**src/rtl/pipe_pkg.sv**
```systemverilog
// Shared definitions for the skid-buffered pipeline stage register.
//  - occ_e       : stage occupancy (EMPTY / ONE / FULL)
//  - DEF_*       : default payload / counter widths
//  - CTRL_IDLE_B : bit value replicated to form the idle control word
package pipe_pkg;

    localparam int DEF_DATA_W = 32;
    localparam int DEF_CTRL_W = 8;
    localparam int DEF_CNT_W  = 32;

    // Idle control payload is all zeros so a bubble never asserts RegWrite/MemWrite.
    localparam logic CTRL_IDLE_B = 1'b0;

    typedef enum logic [1:0] {
        OCC_EMPTY = 2'd0,
        OCC_ONE   = 2'd1,
        OCC_FULL  = 2'd2
    } occ_e;

endpackage

```
**src/rtl/pipe_entry_reg.sv**
```systemverilog
// One held transaction: valid bit + control payload + data payload.
// Ports:
//  clock, reset   rising-edge clock, synchronous active-high reset (clears everything)
//  clr_i          drop the entry: valid and ctrl cleared, data left as is
//  ld_i           capture valid_i / ctrl_i / data_i (clr_i wins)
//  valid_o, ctrl_o, data_o   registered entry contents; ctrl_o is idle when valid_o=0
module pipe_entry_reg
    import pipe_pkg::*;
#(
    parameter int CTRL_W = DEF_CTRL_W,
    parameter int DATA_W = DEF_DATA_W
) (
    input  logic              clock,
    input  logic              reset,
    input  logic              clr_i,
    input  logic              ld_i,
    input  logic              valid_i,
    input  logic [CTRL_W-1:0] ctrl_i,
    input  logic [DATA_W-1:0] data_i,
    output logic              valid_o,
    output logic [CTRL_W-1:0] ctrl_o,
    output logic [DATA_W-1:0] data_o
);

    logic              valid_q;
    logic [CTRL_W-1:0] ctrl_q;
    logic [DATA_W-1:0] data_q;

    always_ff @(posedge clock) begin
        if (reset) begin
            valid_q <= 1'b0;
            ctrl_q  <= {CTRL_W{CTRL_IDLE_B}};
            data_q  <= '0;
        end else if (clr_i) begin
            valid_q <= 1'b0;
            ctrl_q  <= {CTRL_W{CTRL_IDLE_B}};
        end else if (ld_i) begin
            valid_q <= valid_i;
            // Control is only ever stored alongside a live entry.
            ctrl_q  <= valid_i ? ctrl_i : {CTRL_W{CTRL_IDLE_B}};
            data_q  <= data_i;
        end
    end

    assign valid_o = valid_q;
    assign ctrl_o  = ctrl_q;
    assign data_o  = data_q;

endmodule

```
**src/rtl/pipe_stage_skid.sv**
```systemverilog
// Pipeline stage register with valid/ready handshake, 2-entry skid buffer and
// synchronous flush. Full throughput under backpressure; in_ready is a register,
// so there is no combinational path from out_ready to in_ready.
// Ports:
//  clock, reset           rising-edge clock, synchronous active-high reset
//  flush                  kill all held entries (reset has priority)
//  in_valid/in_ready      upstream handshake, in_ctrl/in_data payload
//  out_valid/out_ready    downstream handshake, out_ctrl/out_data payload
//  stall_count            cycles with out_valid && !out_ready, saturating
// Optional feature: define PIPE_STALL_CNT_EN to add the CNT_W parameter,
// the stall_count port and its counter.
module pipe_stage_skid
    import pipe_pkg::*;
#(
    parameter int DATA_W = DEF_DATA_W,
    parameter int CTRL_W = DEF_CTRL_W
`ifdef PIPE_STALL_CNT_EN
   ,parameter int CNT_W  = DEF_CNT_W
`endif
) (
    input  logic              clock,
    input  logic              reset,
    input  logic              flush,
    input  logic              in_valid,
    output logic              in_ready,
    input  logic [CTRL_W-1:0] in_ctrl,
    input  logic [DATA_W-1:0] in_data,
    output logic              out_valid,
    input  logic              out_ready,
    output logic [CTRL_W-1:0] out_ctrl,
    output logic [DATA_W-1:0] out_data
`ifdef PIPE_STALL_CNT_EN
   ,output logic [CNT_W-1:0]  stall_count
`endif
);

    occ_e state_q, state_d;
    logic in_ready_q;

    logic              main_vld, skid_vld;
    logic [CTRL_W-1:0] main_ctrl, skid_ctrl;
    logic [DATA_W-1:0] main_data, skid_data;

    logic main_ld, main_clr, main_from_skid, skid_ld, skid_clr;
    logic accept, drain;

    assign accept = in_valid && in_ready_q;
    assign drain  = main_vld && out_ready;

    always_comb begin
        state_d        = state_q;
        main_ld        = 1'b0;
        main_clr       = 1'b0;
        main_from_skid = 1'b0;
        skid_ld        = 1'b0;
        skid_clr       = 1'b0;
        if (flush) begin
            // Anything accepted this cycle is dropped along with the held entries.
            state_d  = OCC_EMPTY;
            main_clr = 1'b1;
            skid_clr = 1'b1;
        end else begin
            case (state_q)
                OCC_EMPTY: if (accept) begin
                    main_ld = 1'b1;
                    state_d = OCC_ONE;
                end
                OCC_ONE: begin
                    if (accept && drain) begin
                        main_ld = 1'b1;
                    end else if (accept) begin
                        // Main is stalled and must not change: park input in skid.
                        skid_ld = 1'b1;
                        state_d = OCC_FULL;
                    end else if (drain) begin
                        main_clr = 1'b1;
                        state_d  = OCC_EMPTY;
                    end
                end
                OCC_FULL: if (drain) begin
                    main_ld        = 1'b1;
                    main_from_skid = 1'b1;
                    skid_clr       = 1'b1;
                    state_d        = OCC_ONE;
                end
                default: begin
                    main_clr = 1'b1;
                    skid_clr = 1'b1;
                    state_d  = OCC_EMPTY;
                end
            endcase
        end
    end

    always_ff @(posedge clock) begin
        if (reset) begin
            state_q    <= OCC_EMPTY;
            in_ready_q <= 1'b1;
        end else begin
            state_q    <= state_d;
            // Registered copy of "not FULL" for the next cycle.
            in_ready_q <= (state_d != OCC_FULL);
        end
    end

    pipe_entry_reg #(.CTRL_W(CTRL_W), .DATA_W(DATA_W)) u_main (
        .clock   (clock),
        .reset   (reset),
        .clr_i   (main_clr),
        .ld_i    (main_ld),
        .valid_i (main_from_skid ? skid_vld  : 1'b1),
        .ctrl_i  (main_from_skid ? skid_ctrl : in_ctrl),
        .data_i  (main_from_skid ? skid_data : in_data),
        .valid_o (main_vld),
        .ctrl_o  (main_ctrl),
        .data_o  (main_data)
    );

    pipe_entry_reg #(.CTRL_W(CTRL_W), .DATA_W(DATA_W)) u_skid (
        .clock   (clock),
        .reset   (reset),
        .clr_i   (skid_clr),
        .ld_i    (skid_ld),
        .valid_i (1'b1),
        .ctrl_i  (in_ctrl),
        .data_i  (in_data),
        .valid_o (skid_vld),
        .ctrl_o  (skid_ctrl),
        .data_o  (skid_data)
    );

    assign in_ready  = in_ready_q;
    assign out_valid = main_vld;
    assign out_ctrl  = main_vld ? main_ctrl : {CTRL_W{CTRL_IDLE_B}};
    assign out_data  = main_data;

`ifdef PIPE_STALL_CNT_EN
    logic [CNT_W-1:0] stall_cnt_q;

    // Flush does not clear the counter; only reset does.
    always_ff @(posedge clock) begin
        if (reset) begin
            stall_cnt_q <= '0;
        end else if (main_vld && !out_ready && (stall_cnt_q != {CNT_W{1'b1}})) begin
            stall_cnt_q <= stall_cnt_q + 1'b1;
        end
    end

    assign stall_count = stall_cnt_q;
`endif

endmodule

```
**config.mk**
```make
export PLATFORM = sky130hd
export DESIGN_NAME = pipe_stage_skid
export DESIGN_NICKNAME = d
export VERILOG_FILES = /design/src/rtl/pipe_pkg.sv /design/src/rtl/pipe_entry_reg.sv /design/src/rtl/pipe_stage_skid.sv
export SDC_FILE = /design/constraint.sdc
export NUM_CORES = 1
export LEC_CHECK = 0
export ABC_AREA = 1
export CORE_MARGIN = 1.5
export CORE_UTILIZATION = 32
export CTS_BUF_LIST = sky130_fd_sc_hd__clkbuf_4 sky130_fd_sc_hd__clkbuf_8 sky130_fd_sc_hd__clkbuf_16
export DETAILED_ROUTE_END_ITERATION = 16
export PLACE_DENSITY_LB_ADDON = 0.1
export SLEW_MARGIN = 20
export SYNTH_ARGS = -nofsm -noshare
export SYNTH_HDL_FRONTEND = slang
export SYNTH_SLANG_ARGS = --single-unit
```
**constraint.sdc**
```tcl
create_clock -name clock -period 3.9 [get_ports clock]
set_input_delay 0.39 -clock clock [delete_from_list [all_inputs] [get_ports clock]]
set_output_delay 0.39 -clock clock [all_outputs]
set_load 0.03 [all_outputs]
```
==> impl_metrics.toml, run 1 <==
[synthesis]
synth_edf_count = 0
ys_warn_count = 0
synth_area_per_cell_um2 = 6.91
synth_top_flop_cell = "dfxtp_1"
synthCells = 529
synth_top_family_by_area = "simple AND/OR/NAND/NOR gates"
synth_fa_ha_area_share_pct = 0
ys_seq_area_share_pct = 46.5
syn-cell-area_mm2 = 0.00366
ys_ff_latch = 85
yosys.area_share.xor_xnor_pct = 0
muxShareOfSynthArea_pct = 0
ys_types = 19
synth_compound_area_share_pct = 20.1
async_flop_share_pct = 0
synth_nets = 574
synth_simple_gate_area_share_pct = 22.9

[detailed_routing]
route.met3.wl_um = 408
topRoutingLayerUsed = "met4"
wire_per_inst_um = 12.1
ant_nets = 0
routed_wl_um = 9020
drc_errors = 0
first_pass_iters = 4
wl_met2_um = 4090
drt_iter0_drc = 163
wl_met1_um = 4420
num_vias = 3432
viasPerCell = 4.59

[clock_tree]
cts_inserted_buffers = 9
root_buffer = "clkbuf_16"
cts_tree = "done"
htree_levels = 3
clkTransAtPathRegs_ns = 0.06
clk_latency_ns = 0.33
cts_sinks = 85
cts_hold_buf = 0
postCtsSetupBuffers = 0
clock_path_buffers = 2
cts.repair.resized = 0

[pwr]
power_per_cell_area_mw_per_mm2 = 424
ir_drop_mv = 0.181
leakagePower_uw = 0.00204

[finish]
syn_to_final_growth_pct = 34.1
post_route_cells_drive_above_1_share_pct = 5.44
antenna_cells = 0
finalNetCount = 647

[place]
routabilityCongestion = 0.799
dp_hpwl_um = 5970
port_buffers = 86

[worst_setup_path]
cp_slowest_cell = "inv_2"
arrival_ns = 2.84
critPathKind = "in2reg"
crit_top_cell = "nor2_1"
critPathBufInv = 3
start_kind = "input pin"
critPathMaxStageDelay_ns = 0.54
crit_chain = "clkdlybuf4s50_1, inv_2, nand3_1, inv_2, nand2_1, nand2_1, nor2_1, nor2_1, nor2_1"
crit_fanout = 36
crit_required_ns = 4.09
cp_top_family = "buffers and inverters"
worstSetupEndpointType = "flop"

[timing]
final-max-slew-violation-count = 0
period_needed_ns = 2.65
min_period_over_period_pct = 67.9
fin_worst_skew_ns = 0.00880
setup_viol = 0
max-slew-margin-rel_pct = 50.1
rsz0062_at_grt = "false"
max_freq_ghz = 0.377
hold_viol = 0
fin_hold_ws_ns = 0.462
tightest_slew_ns = 0.745
fin_tns_setup_ns = 0

[min_path]
min_path_type = "reg2reg"

[status]
status = "completed"

[floorplanning]
start_util_pct = 33.3
ios = 87
die_y_um = 110
rows = 38
die_x_um = 110
dieArea_mm2 = 0.0121
core_area_mm2 = 0.0110

[grt]
overflow = 0
grt.total_usage_pct = 15.9
grt_pass1_vias = 3130
antenna_found_initial = 0
grt_max_degree = 43
grt_pass1_wl_um = 14900

[job]
drv_cap = 0
-- cell usage in the layout (no fill, tap or decap), drive strengths merged --
master         Yosys  routed
o211ai             1       1
clkdlybuf4s50      0      86
o21ai             73      73
buf               15       6
inv               57      58
a21oi             72      72
clkbuf            15      11
nand2            142     142
dfxtp             85      85
clkinv             1       3
and3               1       1
bufinv             0       2
nor2              54      54
nand3             12      12
nor3               1       1
-- metal layers --
| metal | vias up | track usage (%) |
|---|---|---|
| li1 | 1825 | - |
| met1 | 1523 | 21.5 |
| met2 | 76 | 24.8 |
| met3 | 8 | 3.02 |
| met4 | 0 | 6.22 |
| met5 | - | 0 |
-- Yosys cell counts (3+ instances only) --
library cell  instances  share of area [%]
o21ai_0              73                 10
a21oi_1              72                9.9
nand2_2               3               0.51
nand3_1              11                1.5
nand2_1             139                 14
buf_2                 8                1.1
buf_6                 3               0.92
dfxtp_1              85                 47
inv_2                 6               0.62
inv_1                51                5.2
nor2_1               54                5.5
clkbuf_2              4               0.55
clkbuf_1             11                1.1
buf_4                 4               0.82
-- worst reg2reg max path, delay by kind of cell, from the launching register on --
family                 cells  cell delay [ns]
AND/OR/NAND/NOR            7             1.23
flip-flops                 1             0.54
buffers and inverters      2             0.69
-- where the power goes --
| group | switching, uW | total, uW | internal, uW |
|---|---|---|---|
| Sequential | 15.2 | 911 | 896 |
| Clock | 350 | 938 | 588 |
| Combinational | 127 | 228 | 101 |
-- final timing paths --
path	slack, ns	from	depth (start not counted)	end
hold / removal	0.46	u_main.data_o[14]	2	u_main.data_o[14]
setup / recovery	1.25	flush	9	u_main.ctrl_o[0]
setup reg to reg	1.30	u_main.valid_o	9	u_main.ctrl_o[0]
hold reg to reg	0.46	u_main.data_o[14]	2	u_main.data_o[14]
-- kinds of logic after synthesis --
family / after synthesis
and+or+nand+nor: 210
buffers and inverters: 88
AOI/OAI and AO/OA: 146
DFF: 85
-- stage by stage --
step	area, um2	util (%)	total power [uW]	setup WS (ns)	instances
floorplan	3660	-	1060	2.24	529
global placement	4570	41.6	1160	0.988	731
detailed placement	4570	41.6	1160	0.851	731
CTS	4900	44.6	2100	1.20	747
global route	4900	44.6	2160	0.911	747
finish	4900	44.6	2080	1.25	747
-- layout make-up --
class	instances	area, um2
clock buffer	11	246
clock inverter	5	82.6
fill	1178	6080
inverter	58	218
multi-input combinational	356	1570
sequential	85	1700
tap	140	175
timing repair buffer	92	906
-- sequential cells by signal (all words and copies together) (netlist names) --
signal          count
u_skid.ctrl_o       8
in_ready            1
u_main.data_o      32
u_skid.valid_o      1
u_skid.data_o      32
u_main.ctrl_o       8
u_main.valid_o      1
state_q             2
Note: power is estimated with default switching activity, not from simulation.
==> run 2, diff against run 1 <==
- clock period: 3.9 -> 2.56 ns (I/O delays scaled with it)
==> impl_metrics.toml, run 2 (same netlist as run 1, synthesis figures left out) <==
[finish]
mostFrequentLayoutCells = "nand2_1 (139), clkdlybuf4s50_1 (86), dfxtp_1 (85)"
post_route_cells_drive_above_1_share_pct = 6.21
fin_util_pct = 45.0
antenna_cells = 0
final_common_cell = "nand2_1"
final_cells = 752
finalNetCount = 653
syn_to_final_growth_pct = 35.2

[pwr]
leakagePower_uw = 0.00205
p_seq_share_pct = 44.6
power_switching_uw = 739
sw_frac_of_total_pct = 23.8
internal_power_uw = 2370
finalPower_uw = 3110
ir_drop_mv = 0.281
power_per_cell_area_mw_per_mm2 = 629
combPwrFrac_pct = 11.3
pwr-share-clk_pct = 44.0

[clock_tree]
cts_sinks = 85
clk_latency_ns = 0.34
cts_tree = "done"
clkTransAtPathRegs_ns = 0.06
cts.repair.resized = 0
postCtsSetupBuffers = 0
root_buffer = "clkbuf_16"
htree_levels = 3
clock_path_buffers = 2
cts_hold_buf = 0
cts_inserted_buffers = 9

[grt]
grt.total_usage_pct = 16.1
grt_pass1_vias = 3270
overflow = 0
grt_max_degree = 42
grt_pass1_wl_um = 15200
antenna_found_initial = 0

[floorplanning]
core_area_mm2 = 0.0110
rows = 38
die_y_um = 110
start_util_pct = 33.3
ios = 87
dieArea_mm2 = 0.0121
die_x_um = 110

[status]
status = "completed"

[timing]
tightest_slew_ns = 0.741
setup_viol = 0
fin_worst_skew_ns = 0.0111
min_period_over_period_pct = 76.6
final-max-slew-violation-count = 0
period_needed_ns = 1.96
hold_viol = 0
max-slew-margin-rel_pct = 50.4
fin_tns_setup_ns = 0
max_freq_ghz = 0.510
rsz0062_at_grt = "false"

[worst_setup_path]
cp_slowest_cell = "clkdlybuf4s50_1"
critPathMaxStageDelay_ns = 0.67
crit_fanout = 11
crit_chain = "nand2_1, inv_1, clkdlybuf4s50_1"
ff2ff_path_depth = 10
start_kind = "flop"
worstSetupEndpointType = "primary output"
critPathKind = "reg2out"
arrival_ns = 1.70
crit_required_ns = 2.30

[detailed_routing]
routed_wl_um = 9140
ant_nets = 0
drc_errors = 0
viasPerCell = 4.67
num_vias = 3514
first_pass_iters = 4
drt_iter0_drc = 140
wire_per_inst_um = 12.1

[place]
routabilityCongestion = 0.800
place_inst = 737
dp_hpwl_um = 6240
port_buffers = 86

[job]
drv_cap = 0

[min_path]
min_path_type = "reg2reg"
hold_depth = 2
[run 2: cell count changes in the layout (fill, tap and decap cells not counted)]
cell / delta
buf_12: +1
buf_4: +5
clkbuf_4: -1
clkbuf_8: -1
clkinvlp_4: +2
inv_6: -1
[run 2: area by class of cell]
| cell class | instances | area, um2 |
|---|---|---|
| Clock buffer | 9 | 225 |
| Multi-Input combinational cell | 356 | 1570 |
| Clock inverter | 6 | 88.8 |
| Timing Repair Buffer | 98 | 963 |
| Tap cell | 140 | 175 |
| Inverter | 58 | 218 |
| Fill cell | 1175 | 6040 |
| Sequential cell | 85 | 1700 |
[run 2: power by group through the flow]
| stage | registers [uW] | clock network [uW] | logic [uW] |
|---|---|---|---|
| finish | 1390 | 1370 | 353 |
| global route | 1390 | 1450 | 392 |
| CTS | 1390 | 1410 | 358 |
| detailed placement | 1420 | 0 | 357 |
| global placement | 1420 | 0 | 355 |
| floorplan | 1460 | 0 | 145 |
[run 2: worst paths after layout]
check | startpoint | endpoint | slack, ns
hold / removal | u_main.data_o[17] | u_main.data_o[17] | 0.46
setup / recovery | u_main.valid_o | out_ctrl[1] | 0.60
setup reg to reg | u_main.valid_o | u_main.ctrl_o[6] | 0.66
hold reg to reg | u_main.data_o[17] | u_main.data_o[17] | 0.46
[run 2: routing by layer]
layer  part of all wire (%)  vias to the layer above  GRT usage (%)
li1                       -                     1835              -
met1                     48                     1590           21.6
met2                     47                       85           26.2
met3                    4.8                        4           2.25
met4                   0.53                        0           6.12
met5                      0                        -              0
[run 2: critical path: cells and delay by family (launching register included)]
family                 cells  cell delay [ns]
DFF                        1             0.54
and+or+nand+nor            1             0.11
buffers and inverters      2             0.73
[run 2: stage by stage]
step                      worst slack (ns)  hold WS (ns)  cell area, um2
after floorplan                      0.898         0.325            3660
after global placement               0.452         0.457            4630
after detailed placement             0.439         0.456            4630
after CTS                            0.565         0.466            4940
after global routing                 0.354         0.479            4940
final                                0.600         0.464            4940
==> run 3, diff against run 2 <==
- clock period: 2.56 -> 2 ns (I/O delays scaled with it)
==> impl_metrics.toml, run 3 (same netlist as run 1, synthesis figures left out) <==
[pwr]
leakagePower_uw = 0.00207
power_per_cell_area_mw_per_mm2 = 796
ir_drop_mv = 0.325

[clock_tree]
postCtsSetupBuffers = 0
cts_tree = "done"
htree_levels = 3
clkTransAtPathRegs_ns = 0.07
cts_inserted_buffers = 9
clk_latency_ns = 0.34
cts.repair.resized = 0
clock_path_buffers = 2
cts_hold_buf = 0
root_buffer = "clkbuf_16"
cts_sinks = 85

[timing]
final-max-slew-violation-count = 0
hold_viol = 0
rsz0062_at_grt = "false"
fin_tns_setup_ns = 0
setup_viol = 0
tightest_slew_ns = 0.750
max_freq_ghz = 0.563
period_needed_ns = 1.78
fin_worst_skew_ns = 0.00889
max-slew-margin-rel_pct = 49.8
min_period_over_period_pct = 88.8

[worst_setup_path]
critPathBufInv = 2
worstSetupEndpointType = "primary output"
start_kind = "flop"
critPathMaxStageDelay_ns = 0.66
arrival_ns = 1.58
critPathKind = "reg2out"
crit_fanout = 11
cp_slowest_cell = "clkdlybuf4s50_1"
crit_required_ns = 1.80
cp_top_family = "buffers and inverters"
crit_chain = "nand2_1, inv_1, clkdlybuf4s50_1"

[grt]
grt_max_degree = 45
grt_pass1_vias = 3182
grt_pass1_wl_um = 15000
overflow = 0
antenna_found_initial = 0
grt.total_usage_pct = 16.1

[detailed_routing]
routed_wl_um = 9200
viasPerCell = 4.65
drt_iter0_drc = 121
ant_nets = 0
drc_errors = 0
num_vias = 3508
first_pass_iters = 4
wire_per_inst_um = 12.2

[finish]
final_common_cell = "nand2_1"
syn_to_final_growth_pct = 35.9
fillers = 1157
mostFrequentLayoutCells = "nand2_1 (139), clkdlybuf4s50_1 (86), dfxtp_1 (84)"
antenna_cells = 0
finalNetCount = 655
fin_util_pct = 45.2
post_route_cells_drive_above_1_share_pct = 6.83

[min_path]
min_path_type = "in2reg"

[floorplanning]
ios = 87
start_util_pct = 33.3
die_x_um = 110
die_y_um = 110
core_area_mm2 = 0.0110
dieArea_mm2 = 0.0121
rows = 38

[place]
port_buffers = 86
routabilityCongestion = 0.844
dp_hpwl_um = 6030

[status]
status = "completed"

[job]
drv_cap = 0
-- run 3: cell count changes in the layout (fill, tap and decap cells not counted), sizes merged --
cell	previous run	this run
buf	12	14
bufinv	2	1
clkbuf	9	11
-- run 3: worst paths after layout --
check / startpoint / endpoint / slack (ns) / depth (start not counted)
hold / removal: in_data[6] / u_skid.data_o[6] / 0.41 / 3
setup reg to reg: state_q[0] / u_skid.data_o[16] / 0.35 / 7
setup / recovery: u_main.valid_o / out_ctrl[1] / 0.22 / 3
hold reg to reg: u_skid.valid_o / u_skid.valid_o / 0.46 / 2
-- run 3: cell type report --
cell class	instances	area (um2)	share of cell area (%)
clock buffer	11	253	5.09
clock inverter	5	58.8	1.18
inverter	58	218	4.38
multi-input combinational	356	1570	31.6
sequential	85	1700	34.3
tap	140	175	3.52
timing repair buffer	100	991	19.9
-- run 3: worst reg2reg max path, cell delays in order, from the launching register on --
cell and delay [ns]:
dfxtp_1 0.38, inv_2 0.06, nor2_1 0.15, nand2_1 0.13, nor3_4 0.16, buf_4 0.39, o21ai_0 0.16, a21oi_1 0.14
-- run 3: routing by layer --
metal | track usage (%) | up-vias | wire length (um)
met5 | 0 | - | 0
met1 | 21.5 | 1580 | 4500
met3 | 3.85 | 14 | 393
li1 | - | 1839 | -
met4 | 5.84 | 0 | 140
met2 | 25.0 | 75 | 4170
-- run 3: per-stage QoR --
step / hold slack [ns] / std cells / cell area [um2] / worst slack, ns / power [uW]
after floorplan: 0.269 / 529 / 3660 / 0.338 / 2060
after global placement: 0.456 / 739 / 4660 / 0.109 / 2270
after detailed placement: 0.452 / 739 / 4660 / 0.0914 / 2270
after CTS: 0.405 / 755 / 4970 / 0.0499 / 4000
after global routing: 0.413 / 755 / 4970 / 0.151 / 4130
final: 0.413 / 755 / 4970 / 0.223 / 3950
-- run 3: power breakdown --
group	total, uW	switching, uW	internal (uW)
clock	1720	688	1040
combinational	455	251	203
sequential	1780	29.0	1750
total	3950	968	2990
